## config.mk

```make
export PLATFORM = sky130hd
export DESIGN_NAME = mode_ctrl_flat
export DESIGN_NICKNAME = d
export VERILOG_FILES = /design/src/rtl/mode_ctrl_if.sv /design/src/rtl/mode_ctrl.sv /design/src/flat_wrapper.sv
export SDC_FILE = /design/constraint.sdc
export NUM_CORES = 1
export LEC_CHECK = 0
export ABC_AREA = 1
export BUFFER_PORTS_ARGS = -buffer_cell sky130_fd_sc_hd__buf_2
export CORE_ASPECT_RATIO = 1.4
export CORE_MARGIN = 3
export CORE_UTILIZATION = 45
export CTS_BUF_LIST = sky130_fd_sc_hd__clkbuf_4 sky130_fd_sc_hd__clkbuf_8
export CTS_CLUSTER_DIAMETER = 200
export CTS_CLUSTER_SIZE = 40
export DETAILED_ROUTE_END_ITERATION = 10
export SYNTH_ARGS = -nofsm -noshare
export SYNTH_HDL_FRONTEND = slang
export SYNTH_SLANG_ARGS = --single-unit
export TNS_END_PERCENT = 5
```

## constraint.sdc

```tcl
create_clock -name clk -period 4.5 [get_ports clk]
set_clock_uncertainty 0.05 [all_clocks]
set_input_delay 0.675 -clock clk [delete_from_list [all_inputs] [get_ports clk]]
set_output_delay 0.675 -clock clk [all_outputs]
set_load 0.01 [all_outputs]
```

## src/rtl/mode_ctrl_if.sv

```systemverilog
// mode_ctrl_if: button/pedal/selector inputs and mode outputs.
// Ports: power, mode_sel, brake (in); mode, powered, mode_changed (out).
interface mode_ctrl_if #(
  parameter int NUM_MODES = 3
);
  localparam int MW = $clog2(NUM_MODES + 1);

  logic                 power;
  logic [NUM_MODES-1:0] mode_sel;
  logic                 brake;
  logic [MW-1:0]        mode;
  logic                 powered;
  logic                 mode_changed;

  modport master (
    output power,
    output mode_sel,
    output brake,
    input  mode,
    input  powered,
    input  mode_changed
  );

  modport slave (
    input  power,
    input  mode_sel,
    input  brake,
    output mode,
    output powered,
    output mode_changed
  );
endinterface

```

## src/rtl/mode_ctrl.sv

```systemverilog
// mode_ctrl: power-hold on/off FSM with braked drive-mode select.
// Ports: clk, rst_n (async low), bus (mode_ctrl_if.slave).
module mode_ctrl #(
  parameter int NUM_MODES    = 3,
  parameter int HOLD_CYCLES  = 100000000,
  parameter int IDLE_CYCLES  = 0,
  parameter int DEFAULT_MODE = 1
) (
  input  logic       clk,
  input  logic       rst_n,
  mode_ctrl_if.slave bus
);
  localparam int MW = $clog2(NUM_MODES + 1);
  localparam int HW = $clog2(HOLD_CYCLES + 1);
  localparam int IW = (IDLE_CYCLES > 0) ?
                      $clog2(IDLE_CYCLES + 1) : 1;

  localparam logic [HW-1:0] HOLD_LAST =
    HW'(HOLD_CYCLES - 1);
  localparam logic [IW-1:0] IDLE_LAST =
    IW'((IDLE_CYCLES > 0) ? IDLE_CYCLES - 1 : 0);
  localparam logic [MW-1:0] DEF_MODE =
    MW'(DEFAULT_MODE);
  localparam bit IDLE_EN = (IDLE_CYCLES > 0);

  typedef enum logic [1:0] {
    S_OFF,
    S_ON_WAIT_REL,
    S_ON,
    S_OFF_WAIT_REL
  } state_t;

  state_t        r_state, w_state_nx;
  logic [HW-1:0] r_hold, w_hold_nx;
  logic [IW-1:0] r_idle, w_idle_nx;
  logic [MW-1:0] r_mode, w_mode_nx;
  logic          r_powered, w_powered_nx;
  logic          r_chg, w_chg_nx;

  logic          w_hold_hit;
  logic          w_idle_cond;
  logic          w_idle_hit;
  logic          w_sel_ok;
  logic [MW-1:0] w_sel_mode;

  always_comb begin
    w_sel_mode = '0;
    for (int k = 0; k < NUM_MODES; k++) begin
      if (bus.mode_sel[k]) w_sel_mode = MW'(k + 1);
    end
  end

  assign w_sel_ok    = bus.brake && $onehot(bus.mode_sel);
  assign w_hold_hit  = bus.power && (r_hold == HOLD_LAST);
  assign w_idle_cond = !bus.power && !bus.brake &&
                       (bus.mode_sel == '0);
  assign w_idle_hit  = IDLE_EN && w_idle_cond &&
                       (r_idle == IDLE_LAST);

  // Counters only advance below their last value, so a hit
  // always coincides with a state change that clears them.
  always_comb begin
    w_state_nx   = r_state;
    w_mode_nx    = r_mode;
    w_powered_nx = r_powered;
    w_chg_nx     = 1'b0;
    w_hold_nx    = '0;
    w_idle_nx    = '0;
    unique case (r_state)
      S_OFF: begin
        if (w_hold_hit) begin
          w_state_nx   = S_ON_WAIT_REL;
          w_powered_nx = 1'b1;
          w_mode_nx    = DEF_MODE;
        end else if (bus.power) begin
          w_hold_nx = r_hold + 1'b1;
        end
      end
      S_ON_WAIT_REL: begin
        if (!bus.power) w_state_nx = S_ON;
      end
      S_ON: begin
        if (w_hold_hit) begin
          w_state_nx   = S_OFF_WAIT_REL;
          w_powered_nx = 1'b0;
          w_mode_nx    = '0;
        end else if (w_idle_hit) begin
          w_state_nx   = S_OFF;
          w_powered_nx = 1'b0;
          w_mode_nx    = '0;
        end else begin
          if (bus.power) w_hold_nx = r_hold + 1'b1;
          if (IDLE_EN && w_idle_cond) begin
            w_idle_nx = r_idle + 1'b1;
          end
          if (w_sel_ok) begin
            w_mode_nx = w_sel_mode;
            w_chg_nx  = (w_sel_mode != r_mode);
          end
        end
      end
      S_OFF_WAIT_REL: begin
        if (!bus.power) w_state_nx = S_OFF;
      end
      default: w_state_nx = S_OFF;
    endcase
  end

  always_ff @(posedge clk or negedge rst_n) begin
    if (!rst_n) begin
      r_state   <= S_OFF;
      r_hold    <= '0;
      r_idle    <= '0;
      r_mode    <= '0;
      r_powered <= 1'b0;
      r_chg     <= 1'b0;
    end else begin
      r_state   <= w_state_nx;
      r_hold    <= w_hold_nx;
      r_idle    <= w_idle_nx;
      r_mode    <= w_mode_nx;
      r_powered <= w_powered_nx;
      r_chg     <= w_chg_nx;
    end
  end

  assign bus.mode         = r_mode;
  assign bus.powered      = r_powered;
  assign bus.mode_changed = r_chg;
endmodule
```

## src/flat_wrapper.sv

```systemverilog
// flat-port wrapper written by rule: the top's interface ports become plain ports
module mode_ctrl_flat 
#(
  parameter int NUM_MODES    = 3,
  parameter int HOLD_CYCLES  = 100000000,
  parameter int IDLE_CYCLES  = 0,
  parameter int DEFAULT_MODE = 1
)
  (clk, rst_n, bus_power, bus_mode_sel, bus_brake, bus_mode, bus_powered, bus_mode_changed);
  mode_ctrl_if #(.NUM_MODES(NUM_MODES)) bus_i ();
  input  logic clk;
  input  logic rst_n;
  input wire logic [$bits(bus_i.power)-1:0] bus_power;
  input wire logic [$bits(bus_i.mode_sel)-1:0] bus_mode_sel;
  input wire logic [$bits(bus_i.brake)-1:0] bus_brake;
  output wire logic [$bits(bus_i.mode)-1:0] bus_mode;
  output wire logic [$bits(bus_i.powered)-1:0] bus_powered;
  output wire logic [$bits(bus_i.mode_changed)-1:0] bus_mode_changed;
  assign bus_i.power = bus_power;
  assign bus_i.mode_sel = bus_mode_sel;
  assign bus_i.brake = bus_brake;
  assign bus_mode = bus_i.mode;
  assign bus_powered = bus_i.powered;
  assign bus_mode_changed = bus_i.mode_changed;
  mode_ctrl #(.NUM_MODES(NUM_MODES), .HOLD_CYCLES(HOLD_CYCLES), .IDLE_CYCLES(IDLE_CYCLES), .DEFAULT_MODE(DEFAULT_MODE)) u_core (.clk(clk), .rst_n(rst_n), .bus(bus_i));
endmodule
```

==> flow_results.org <==
** Routing
- The routed layout has 1655 vias.
- In the routed layout, each cell is associated on average with a via count of 4.76.
- Starting DRC count in detailed routing :: 62
- Dividing the detail-routed wire length by the instance count gives 12.1 microns.
- Number of optimization iterations in the first detailed-route pass :: 4
- In the routed design, unresolved DRC markers number 0.
- The detail route stage leaves a number of antenna-violating nets equal to 0.
- Total length of routed wires :: 4230 microns

** Die
- Die Y-Extent :: 84.3 microns
- The die is just over 60 microns wide.
- Row generation in the floorplan step produced 27 rows.
- The core region is slightly above 4000 sq um.
- The die covers 5210 sq um.
- During I/O placement, the number of pins put on the boundary was 11.
- Once the floorplan was initialized, standard cells occupied about half of the core.

** CTS
- Clock-pin slew was measured on the worst setup and hold paths at approximately 70 ps.
- TritonCTS built the clock tree.
- The number of gates resized after CTS was 0.
- Clock latency on the worst-skew pair, taken at its later pin, is between 200 and 300 ps.
- Number of sinks handled by clock tree synthesis :: 33
- The clock passes through at most 2 buffers.
- The number of hold buffers added after CTS was 0.
- The H-tree was split into 2 levels.
- After clock tree synthesis, the setup repair step added 0 buffers.
- The root buffer cell chosen for the clock tree is sky130_fd_sc_hd__clkbuf_8.
- Counting the buffers created by CTS gives 5.

** Power and ir drop
- VDD sags by at most ~0.00012 V.
- Total chip power :: 569 uW
- Switching portion of total power :: 22.0%
- Per report_power, the combinational group accounts for slightly below 4% of the total.
- Summed over all nets, the switching power comes to 125 uW.
- Per report_power, the clock group accounts for between 40% and 50% of the total.
- PwrDens :: 262 nW/um^2
- Cell leakage power :: roughly 0.94 nW
- Share of power burned in registers :: 52.8%
- The internal portion of the total power is ~440 uW.

** Final layout
- Once layout is done, the placed cells without fillers occupy 2170 sq um.
- Leaving out fill and tap cells, the most frequent cell in the layout is sky130_fd_sc_hd__nand2_1.
- Fill cells in the final layout number 420.
- Number of standard cells in the final layout excluding fillers :: 348
- The top cell types in the final layout, fill and taps aside, are sky130_fd_sc_hd__nand2_1 (76), sky130_fd_sc_hd__nor2_1 (75), sky130_fd_sc_hd__dfrtp_1 (33).
- Cells fill approximately 53% of the core in the end.
- From synthesis to final layout, the design area changed by 10.3%.
- Final antenna diode count :: 0
- After the last flow step, the layout net total stands at 302.
- Ratio of cells with drive above 1 in the final layout :: 8.62%

** Timing
- Setup repair after global routing left no endpoint under its margin.
- The final-report max-slew violation count was 0.
- PnR worst setup slack :: 2250 ps
- Clock period minus worst slack :: between 2000 and 2500 ps
- Hold Violations, Final :: 0
- Least-Margin Pin Slew :: 751 ps
- Dividing the final minimum period by the clock period gives 49.9%.
- In this run the tightest slew margin relative to its limit is 49.9%.
- Hold is met by 401 ps.
- Setup violations remaining at the end of the flow were counted as 0.
- Derived from the worst setup path, the maximum achievable clock frequency is 445 MHz.
- Total Neg Setup Slack :: 0 ps

** Critical path
- WS Path Type :: register to register
- Startpoint Class :: register
- The worst setup path is captured at a register.
- Critical path's slowest cell :: sky130_fd_sc_hd__nand2_1
- Counting both buffers and inverters, the worst setup path holds a total of 0.
- Data on the critical path arrives at its endpoint at 2340 ps.
- Among cell families on the critical path, the largest total delay comes from simple AND/OR/NAND/NOR gates.
- Required arrival time at the worst endpoint :: between 4000 and 5000 ps
- Walking the worst path, the cells encountered are ha_1 -> nand2_1 -> nor2_2 -> nand2_2 -> nor2_2 -> nand3_2 -> nand2_1 -> nor3_1.
- Slowest cell delay on critical path :: 630 ps
- Along the worst path, the maximum fanout reaches 20.

** Logic synthesis
- Each instance of the synthesized netlist takes up on average 7.16 sq um.
- The synthesized netlist contains 22 unique library cells.
- Ys async rst share :: 100%
- Area share of the leading cell type in the synthesized netlist :: a little over two fifths
- Number of standard cells after synthesis :: 275
- Cells taking the most area after synthesis :: sky130_fd_sc_hd__dfrtp_1 (42%), sky130_fd_sc_hd__nand2_1 (14%), sky130_fd_sc_hd__nor2_1 (14%)
- In this run, synthesis produced a sequential element count of 33.
- Number of enable flip-flop cells after synthesis :: 0
- Seq/Total Area, Yosys :: between 40% and 50%
- Total nets after synthesis :: 288
- During synthesis, Yosys emitted a total of 0 warnings.
- The most used flip-flop cell after synthesis is sky130_fd_sc_hd__dfrtp_1.
- Cell accounting for the most synthesized area :: sky130_fd_sc_hd__dfrtp_1
- Cell area after synthesis :: a little under 2000 sq um

** Place
- Routability cong. :: about 0.8
- OpenSTA, run right after detailed placement, puts the worst setup slack at 2210 ps.
- Number of buffers added on ports :: 10
- Once placement completed, the tool counted placed cells totaling 340.
- Once detailed placement completed, the half-perimeter wirelength came to 3250 microns.
- Standard cell area after detailed placement :: 2070 sq um

** Global routing
- Global Route Usage Sum :: between 15 and 20%
- Remaining Overflow, GRT :: 0
- Entering global routing, the biggest net connects 34 pins.
- The first global-routing pass estimated about 7500 microns of wire.
- The via count of the first global-routing pass was 1659.
- Initial antenna violation count :: 0

** Outcome
- Outcome :: completed

** Worst hold path
- Type of the worst min-delay path :: primary input to async pin

** Job
- Max-capacitance violation count :: 0
==> synth_stat cells (4+ instances only) <==
cell / n
sky130_fd_sc_hd__inv_1: 25
sky130_fd_sc_hd__xor2_1: 5
sky130_fd_sc_hd__o21ai_0: 4
sky130_fd_sc_hd__nor3_1: 6
sky130_fd_sc_hd__nor3b_1: 4
sky130_fd_sc_hd__xnor2_1: 9
sky130_fd_sc_hd__ha_1: 5
sky130_fd_sc_hd__nand2_1: 76
sky130_fd_sc_hd__nand3_1: 16
sky130_fd_sc_hd__nor2_1: 75
sky130_fd_sc_hd__dfrtp_1: 33
==> power groups by stage <==
| stage | Clock (mW) | Combinational, mW | Sequential [mW] |
|---|---|---|---|
| 2_1_floorplan | 0 | 0.0118 | 0.305 |
| 3_3_place_gp | 0 | 0.0230 | 0.306 |
| 3_5_place_dp | 0 | 0.0233 | 0.306 |
| 4_1_cts | 0.254 | 0.0234 | 0.300 |
| 5_1_grt | 0.266 | 0.0269 | 0.300 |
| 6_report | 0.246 | 0.0225 | 0.300 |
==> worst paths after layout <==
check | from | endpoint | slack, ps | depth (start not counted)
worst max-delay path | u_core.r_hold[0] | u_core.r_hold[23] | 2250 | 8
worst min-delay path | rst_n | u_core.r_hold[0] | 400 | 1
worst max register to register | u_core.r_hold[0] | u_core.r_hold[23] | 2250 | 8
worst min register to register | u_core.r_hold[0] | u_core.r_hold[0] | 410 | 1
max in group asynchronous | rst_n | u_core.r_hold[24] | 3520 | 1
min in group clk | u_core.r_hold[0] | u_core.r_hold[0] | 410 | 1
==> cells by family after synthesis <==
group / after synthesis / share of synthesized area, %
AOI/OAI and AO/OA: 8 / 2.61
and+or+nand+nor: 186 / 39.2
adders and majority gates: 6 / 4.20
DFF: 33 / 42.0
buffers and inverters: 28 / 5.85
xor gates and xnor gates: 14 / 6.23
==> sequential cells by signal, summed over array words and instances (netlist names) <==
register and cells:
u_core.r_hold 27, u_core.bus.mode 2, u_core.r_state 2, u_core.bus.mode_changed 1
u_core.bus.powered 1
==> routing by layer <==
layer / part of all wire [%] / track usage [%]
met5: 0 / 0
met4: 3.0 / 8.88
met3: 1.8 / 4.77
met2: 52 / 31.6
met1: 43 / 23.4
==> cell type report <==
type,instances,area [sq um],area share (%)
clock buffer,7,96.3,4.44
inverter,25,93.8,4.32
clock inverter,1,5.00,0.231
sequential,33,826,38.0
multi-input combinational,214,1030,47.3
timing repair buffer,10,50.0,2.31
tap,58,72.6,3.34
==> worst register-to-register path: cells and delay by family (launching register included) <==
kind	cells	cell delay (ps)
adder cells (fa/ha/maj)	1	170
AND/OR/NAND/NOR	7	1520
flip-flops	1	370
(Power assumes the default switching activity.)
